[config.mk]
export PLATFORM = sky130hd
export DESIGN_NAME = joypad_port
export DESIGN_NICKNAME = d
export VERILOG_FILES = /design/src/rtl/joypad_pkg.sv /design/src/rtl/joypad_shift.sv /design/src/rtl/joypad_port.sv
export SDC_FILE = /design/constraint.sdc
export NUM_CORES = 1
export LEC_CHECK = 0
export CORE_MARGIN = 2
export CORE_UTILIZATION = 25
export DETAILED_ROUTE_END_ITERATION = 8
export GPL_ROUTABILITY_DRIVEN = 1
export PLACE_DENSITY_LB_ADDON = 0.25
export SYNTH_ARGS = -nofsm -noshare
export SYNTH_HDL_FRONTEND = slang
export SYNTH_HIERARCHICAL = 1
export SYNTH_SLANG_ARGS = --single-unit
[constraint.sdc]
create_clock -name clk -period 2.4 [get_ports clk]
set_input_delay 0.48 -clock clk [delete_from_list [all_inputs] [get_ports clk]]
set_output_delay 0.48 -clock clk [all_outputs]
set_load 0.02 [all_outputs]
[src/rtl/joypad_pkg.sv]
// Shared constants for the NES controller port at $4016/$4017.
package joypad_pkg;
  // Button bit positions inside a pad byte
  localparam int BTN_A      = 0;
  localparam int BTN_B      = 1;
  localparam int BTN_SELECT = 2;
  localparam int BTN_START  = 3;
  localparam int BTN_UP     = 4;
  localparam int BTN_DOWN   = 5;
  localparam int BTN_LEFT   = 6;
  localparam int BTN_RIGHT  = 7;

  // Bits 7:1 of a controller read show the open-bus image
  localparam logic [7:0]  OPEN_BUS = 8'h40;

  localparam logic [15:0] ADDR_P1_DEF   = 16'h4016;
  localparam logic [15:0] ADDR_P2_DEF   = 16'h4017;
  localparam logic [23:0] TURBO_DIV_DEF = 24'd833333;
endpackage

[src/rtl/joypad_shift.sv]
// One controller channel: 2-flop synchronizer, 8-bit load/shift register
// and read-end edge detect. With JOYPAD_TURBO_EN an OR mask is applied
// to the synchronized buttons before loading.
module joypad_shift
  import joypad_pkg::*;
(
  input  logic       clk,
  input  logic       reset,
  input  logic       strobe,
  input  logic       rd,
  input  logic [7:0] pad,
`ifdef JOYPAD_TURBO_EN
  input  logic [7:0] turbo_or,
`endif
  output logic       bit_out
);

  logic [7:0] pad_m, pad_s, sh, load_val;
  logic       rd_q;

`ifdef JOYPAD_TURBO_EN
  assign load_val = pad_s | turbo_or;
`else
  assign load_val = pad_s;
`endif

  // Synchronizer, access tracking and the load/shift register
  always_ff @(posedge clk or posedge reset) begin
    if (reset) begin
      pad_m <= 8'h00;
      pad_s <= 8'h00;
      sh    <= 8'h00;
      rd_q  <= 1'b0;
    end else begin
      pad_m <= pad;
      pad_s <= pad_m;
      rd_q  <= rd;
      // Reload beats shifting, so reads under strobe keep showing live A
      if (strobe)
        sh <= load_val;
      else if (rd_q && !rd)
        sh <= {1'b1, sh[7:1]};
    end
  end

  assign bit_out = sh[BTN_A];

endmodule

[src/rtl/joypad_port.sv]
// CPU-side responder for the controller registers $4016/$4017.
// Optional turbo buttons are enabled by defining JOYPAD_TURBO_EN.
module joypad_port
  import joypad_pkg::*;
#(
  parameter logic [15:0] ADDR_P1   = ADDR_P1_DEF,
  parameter logic [15:0] ADDR_P2   = ADDR_P2_DEF,
  parameter logic [23:0] TURBO_DIV = TURBO_DIV_DEF
) (
  input  logic        clk,
  input  logic        reset,
  input  logic        en,
  input  logic        write,
  input  logic [15:0] addr,
  input  logic [7:0]  din,
  output logic [7:0]  dout,
  input  logic [7:0]  pad1,
  input  logic [7:0]  pad2,
`ifdef JOYPAD_TURBO_EN
  input  logic [1:0]  pad1_turbo,
  input  logic [1:0]  pad2_turbo,
`endif
  output logic        strobe
);

  logic rd1, rd2, wr_strobe, bit1, bit2;
  logic unused_din;

  assign unused_din = ^din[7:1];
  assign rd1        = en && !write && (addr == ADDR_P1);
  assign rd2        = en && !write && (addr == ADDR_P2);
  assign wr_strobe  = en && write && (addr == ADDR_P1);

  // Strobe latch, written only through $4016
  always_ff @(posedge clk or posedge reset) begin
    if (reset)          strobe <= 1'b0;
    else if (wr_strobe) strobe <= din[0];
  end

`ifdef JOYPAD_TURBO_EN
  logic [1:0]  t1_m, t1_s, t2_m, t2_s;
  logic [23:0] turbo_cnt;
  logic        phase;
  logic [7:0]  t1_or, t2_or;

  // Turbo synchronizers and free-running phase divider
  always_ff @(posedge clk or posedge reset) begin
    if (reset) begin
      t1_m      <= 2'b00;
      t1_s      <= 2'b00;
      t2_m      <= 2'b00;
      t2_s      <= 2'b00;
      turbo_cnt <= 24'd0;
      phase     <= 1'b0;
    end else begin
      t1_m <= pad1_turbo;
      t1_s <= t1_m;
      t2_m <= pad2_turbo;
      t2_s <= t2_m;
      if (turbo_cnt == TURBO_DIV - 24'd1) begin
        turbo_cnt <= 24'd0;
        phase     <= ~phase;
      end else begin
        turbo_cnt <= turbo_cnt + 24'd1;
      end
    end
  end

  // Turbo bits only ever add presses on A/B while phase is high
  always_comb begin
    t1_or        = 8'h00;
    t2_or        = 8'h00;
    t1_or[BTN_A] = t1_s[0] & phase;
    t1_or[BTN_B] = t1_s[1] & phase;
    t2_or[BTN_A] = t2_s[0] & phase;
    t2_or[BTN_B] = t2_s[1] & phase;
  end
`endif

  joypad_shift u_p1 (
    .clk     (clk),
    .reset   (reset),
    .strobe  (strobe),
    .rd      (rd1),
    .pad     (pad1),
`ifdef JOYPAD_TURBO_EN
    .turbo_or(t1_or),
`endif
    .bit_out (bit1)
  );

  joypad_shift u_p2 (
    .clk     (clk),
    .reset   (reset),
    .strobe  (strobe),
    .rd      (rd2),
    .pad     (pad2),
`ifdef JOYPAD_TURBO_EN
    .turbo_or(t2_or),
`endif
    .bit_out (bit2)
  );

  // Read data mux; zero when this block is not being read
  always_comb begin
    dout = 8'h00;
    if (rd1)      dout = OPEN_BUS | {7'b0, bit1};
    else if (rd2) dout = OPEN_BUS | {7'b0, bit2};
  end

endmodule

* Word-level counts from Yosys, hierarchy flattened
Index checks and enable logic that the tools add are counted.
Word-level totals: register bits after elaboration 51, word-level logic and storage cells 29, output and inout port bits 9, bits of input ports 44
Operators by class: multiplexer cells 6, equality and inequality tests 2, reductions and logical operators 12
Operators by type and width (number):
- 8-bit two-way mux | 5
- 16-bit by 15-bit == test with 1-bit output, second input constant | 2
- 1-bit logical AND | 7
- 7-bit two-way mux | 1
- 2-bit nonzero test | 2
- 1-bit zero test | 3

* Depth between registers and ports, before layout
Gate-level depths: netlist (run 1).
word-level depth 7, gate-level depth with buffers 8, depth with buffers taken out 7

* Modules after synthesis
The synthesis (run 1) kept the hierarchy.
Modules (own cells, without submodules):
- joypad_shift | instances 2, area each 855.8 µm², cells an instance 54, seq. area each 625.6 µm²
- joypad_port | instances 1, area each 196.4 µm², cells an instance 22, seq. area each 25.0 µm²

* Least setup slack after synthesis (run 1)
Ideal clock, no wire load.
path kind input-to-reg, from input addr[13], to register u_p2.sh[4], setup time 0.126 ns, path slack 0.458 ns, data arrival time 1.816 ns, cell stages on the path 7, required time 2.274 ns, path buffers 0, path through nor4b_2 nand4_1 or2_1 inv_2 and2_1 nor4bb_1 a221o_1
On the way: longest elaborated chain between the ends 5
RTL lines:
- start: declaration | RTL line joypad_port.sv:14 | input logic [15:0] addr,
- 16-bit by 15-bit == test with 1-bit output | RTL line joypad_port.sv:31 | assign rd2 = en && !write && (addr == ADDR_P2);
- 1-bit logical AND | RTL line joypad_port.sv:31
- net rd2 | RTL line joypad_port.sv:26 | logic rd1, rd2, wr_strobe, bit1, bit2;
- 1-bit zero test | RTL line joypad_shift.sv:41 | else if (rd_q && !rd)
- 1-bit logical AND | RTL line joypad_shift.sv:41
- 2-bit nonzero test (no source line)
- end signal: assignment | RTL line joypad_shift.sv:40 | sh <= load_val;
- end signal: assignment | RTL line joypad_shift.sv:42 | sh <= {1'b1, sh[7:1]};
- end: declaration | RTL line joypad_shift.sv:18 | logic [7:0] pad_m, pad_s, sh, load_val;
The timed path passes the listed nets, and every way through them passes these cells. A chain may end at the register's enable or synchronous reset.

* Worst setup path after layout (run 1)
from input addr[13], to output dout[0]
On the way: longest elaborated chain between the ends 4, elaborated cells on any way between the ends 6, classes of those cells 2 x eq/ne; 2 x mux; 2 x reduce/logical
RTL lines:
- 16-bit by 15-bit == test with 1-bit output | RTL line joypad_port.sv:31
- 1-bit logical AND | RTL line joypad_port.sv:31
- 7-bit two-way mux | RTL line joypad_port.sv:108 | else if (rd2) dout = OPEN_BUS | {7'b0, bit2};
- 8-bit two-way mux * | RTL line joypad_port.sv:107 | if (rd1) dout = OPEN_BUS | {7'b0, bit1};
- end: declaration | RTL line joypad_port.sv:16 | output logic [7:0] dout,
Mark *: on every way between the ends. The rest lies on a longest branch, timed or not.

==> Flow_metrics.wiki, run 1 <==
{| class="wikitable"
! Metric !! Value
|-
| Initial standard-cell utilization of the core || 26.03%
|-
| CP startpoint kind || primary input
|-
| Clock network latency to the later pin of the worst-skew pair || 0.30 ns
|-
| Number of hold-repair buffers added at the cts stage || 0
|-
| Standard cell with the maximum stage delay on the critical path || clkdlybuf4s50_1
|-
| Max stage delay on crit path || 0.41 ns
|-
| Final Hold Slack || 0.3414 ns
|-
| Post-Syn Area || 0.001908 mm²
|-
| Synth Warn # || 6
|-
| Reg2reg path depth || 3
|-
| Critical path startpoint || addr[13]
|-
| Count of H-tree levels built during CTS || 2
|-
| Maximum clock path buffer count || 2
|-
| Arrival time worst endpoint || 1.81 ns
|-
| Clock root buffer master || clkbuf_8
|-
| Pin count of the biggest net entering global routing || 48
|-
| Min-Delay Path Class || reg -> reg
|-
| Leading cell type in the layout, fill and taps excluded || dfrtp_1
|-
| Worst IR drop on VDD || 0.3822 mV
|-
| Cell count of the worst hold path || 0
|-
| Count of input and output buffers || 39
|-
| Pleak || 1.164 nW
|-
| CTS clock-pin slew for the worst setup and hold paths || 0.09 ns
|-
| Post-DR wirelength/cell || 11.48 µm
|-
| Antenna fix cells || 0
|-
| Clock period minus worst slack || 2.289 ns
|-
| Iteration count of the initial detailed-routing pass || 4
|-
| Storage element area || 0.001276 mm²
|-
| Part of the cycle the worst path needs || 95.38%
|-
| Via count of the first global-routing pass || 1157
|-
| Number of vias in the routed layout || 1159
|-
| Hold EP || u_p1/load_val[3]
|-
| Via-to-Cell Ratio || 4.081
|-
| # fillers || 717
|-
| Routed WL || 3260 µm
|-
| Post-Syn Instances || 130
|-
| Distinct cell type count of the synthesized netlist || 20
|-
| Share of the core filled with cells in the final layout || 35.45%
|-
| Total DRC errors in the routed layout || 0
|-
| Synthesis-stage register bit count || 51
|-
| Kind of critical path || in -> out
|-
| R2r startpoint || strobe
|-
| Final net count || 228
|-
| Most frequent cells in the layout || dfrtp_1, clkdlybuf4s50_1, nor2b_1, buf_4
|-
| Final Slew Violations || 0
|-
| Overflow left after global routing || 0
|-
| Total Die Area || 0.008348 mm²
|-
| RSZ-0062 raised after global routing || no
|-
| DRC violation total after the first TritonRoute iteration || 39
|-
| Multi-input logic area || 581.8 µm²
|-
| Kind of end point of the critical path || output pin
|-
| Synthesis-to-layout area growth || 36.20%
|-
| Average footprint of a synthesized cell || 14.68 µm²
|-
| R2R Path End || u_p1/sh[6]
|-
| Clk_skew || 0.01006 ns
|-
| Number of setup violations in the final report || 0
|-
| Final estimated routing congestion in global placement || 0.6715
|-
| Hold Startpoint || u_p1/pad_m[3]
|-
| Cells traversed along the worst timing path || clkdlybuf4s50_1, nor4b_2, nand4_1, or2_4, nor2_4, buf_6
|-
| Outcome || finished clean
|-
| Number of buffers created by CTS || 5
|-
| Die Ht || 91.37 µm
|-
| Crit path max fanout || 3
|-
| Layout cells sized above 1 || 17.30%
|-
| Worst R2R Setup Slack || 1.08 ns
|-
| Clock sink count || 51
|-
| Final Hold Vio Count || 0
|-
| Antenna viol nets, final || 0
|-
| Overall die width || 91.37 µm
|-
| Pwr Total || 1.504 mW
|-
| First-pass GRT wire length || 5492 µm
|-
| Fraction of the yosys area taken by sequential cells || 66.89%
|-
| Data required time of the worst path || 1.92 ns
|-
| Detailed placement HPWL || 2242 µm
|-
| Total instance count after detailed placement || 274
|-
| FMAX || 436.8 MHz
|-
| Core area || 0.007331 mm²
|-
| Pwr/cell area || 578.8 mW/mm²
|-
| Max-cap violation count || 0
|-
| Antenna violations before repair || 0
|-
| GR Util All Layers || 8.414%
|-
| TritonCTS clock tree || yes
|-
| Total I/O pin count || 53
|-
| Cell Rows || 31
|-
| Cell Count, Final, Fillers Out || 284
|}
layout make-up:
class	instances	area share [%]
sequential	51	49.11
clock buffer	8	3.852
tap	99	4.767
timing repair buffer	54	19.31
multi-input combinational	68	22.39
inverter	4	0.5778
sequential cells by signal (all words and copies together), names as in the netlist:
name and count:
strobe 1, u_p2/load_val 8, u_p1/sh 8, u_p2/sh 8, u_p2/rd_q 1, u_p1/rd_q 1
u_p1/load_val 8, u_p1/pad_m 8, u_p2/pad_m 8
through the flow:
step | setup slack (ns) | cell area (µm²) | setup TNS, ns
floorplan | 0.4585 | 1927 | 0
global placement | -0.4793 | 2451 | -2.424
detailed placement | -0.5918 | 2451 | -4.203
CTS | 0.02258 | 2569 | 0
global route | 0.003791 | 2599 | 0
finish | 0.1109 | 2599 | 0
metal layers:
metal  wire, µm  vias to the layer above  track usage, %
li1           -                      561               -
met1       1589                      549           11.39
met2       1357                       43           11.79
met3        239                        6           2.822
met4         74                        0           4.545
met5          0                        -               0
repair_timing:
action	4_1_cts	5_1_grt
buffers inserted	2	0
pin swaps	5	5
setup endpoints to repair	4	2
gates resized for setup	15	8
worst max path at each step:
| stage | to | slack [ns] | cells after the start |
|---|---|---|---|
| 3_3_place_gp | dout[0] | -0.48 | 6 |
| 3_5_place_dp | dout[0] | -0.59 | 6 |
| 4_1_cts | dout[0] | 0.02 | 6 |
| 6_report | dout[0] | 0.11 | 6 |
| 5_1_grt | dout[0] | 0.004 | 6 |
| 2_1_floorplan | u_p2/sh[4] | 0.46 | 7 |
cell usage after synthesis (all sizes together):
cell,n,area [µm²]
conb,1,3.750
mux2i,1,10.01
nor3b,1,12.51
nor2,4,15.01
nand4,1,6.260
dfrtp,51,1276
nor4bb,15,150.1
or2,1,6.260
a221o,14,140.1
inv,4,15.01
nand2b,2,12.51
a21oi,2,10.01
nor4b,3,45.04
and2,1,6.260
nor2b,16,100.1
mux2,1,11.26
buf,12,87.58
logic make-up after synthesis:
| family | Yosys count | synth area share (%) |
|---|---|---|
| buffers and inverters | 16 | 5.377 |
| AO/OA/AOI/OAI | 16 | 7.869 |
| multiplexers | 2 | 1.115 |
| AND/OR/NAND/NOR | 44 | 18.56 |
| flip-flops | 51 | 66.89 |
| other | 1 | 0.1965 |
worst max-delay path, delay by kind of cell:
kind	cells	cell delay [ns]
buffers and inverters	2	0.53
AND/OR/NAND/NOR	4	0.80
where the power goes:
part,internal (mW),total [mW],leakage (nW),switching (mW)
combinational,0.0577,0.0951,0.485,0.0375
sequential,0.886,0.893,0.628,0.00740
clock,0.263,0.516,0.0515,0.252
Power figures use the tool's default switching activity.
==> run 2: changes to the inputs <==
--- a/config.mk
+++ b/config.mk
@@ -10,6 +10,7 @@
 export DETAILED_ROUTE_END_ITERATION = 8
 export GPL_ROUTABILITY_DRIVEN = 1
 export PLACE_DENSITY_LB_ADDON = 0.25
+export SLEW_MARGIN = 5
 export SYNTH_ARGS = -nofsm -noshare
 export SYNTH_HDL_FRONTEND = slang
 export SYNTH_HIERARCHICAL = 1
==> results of run 2 <==
Final layout, timing and power as in run 1 (identical DEF).
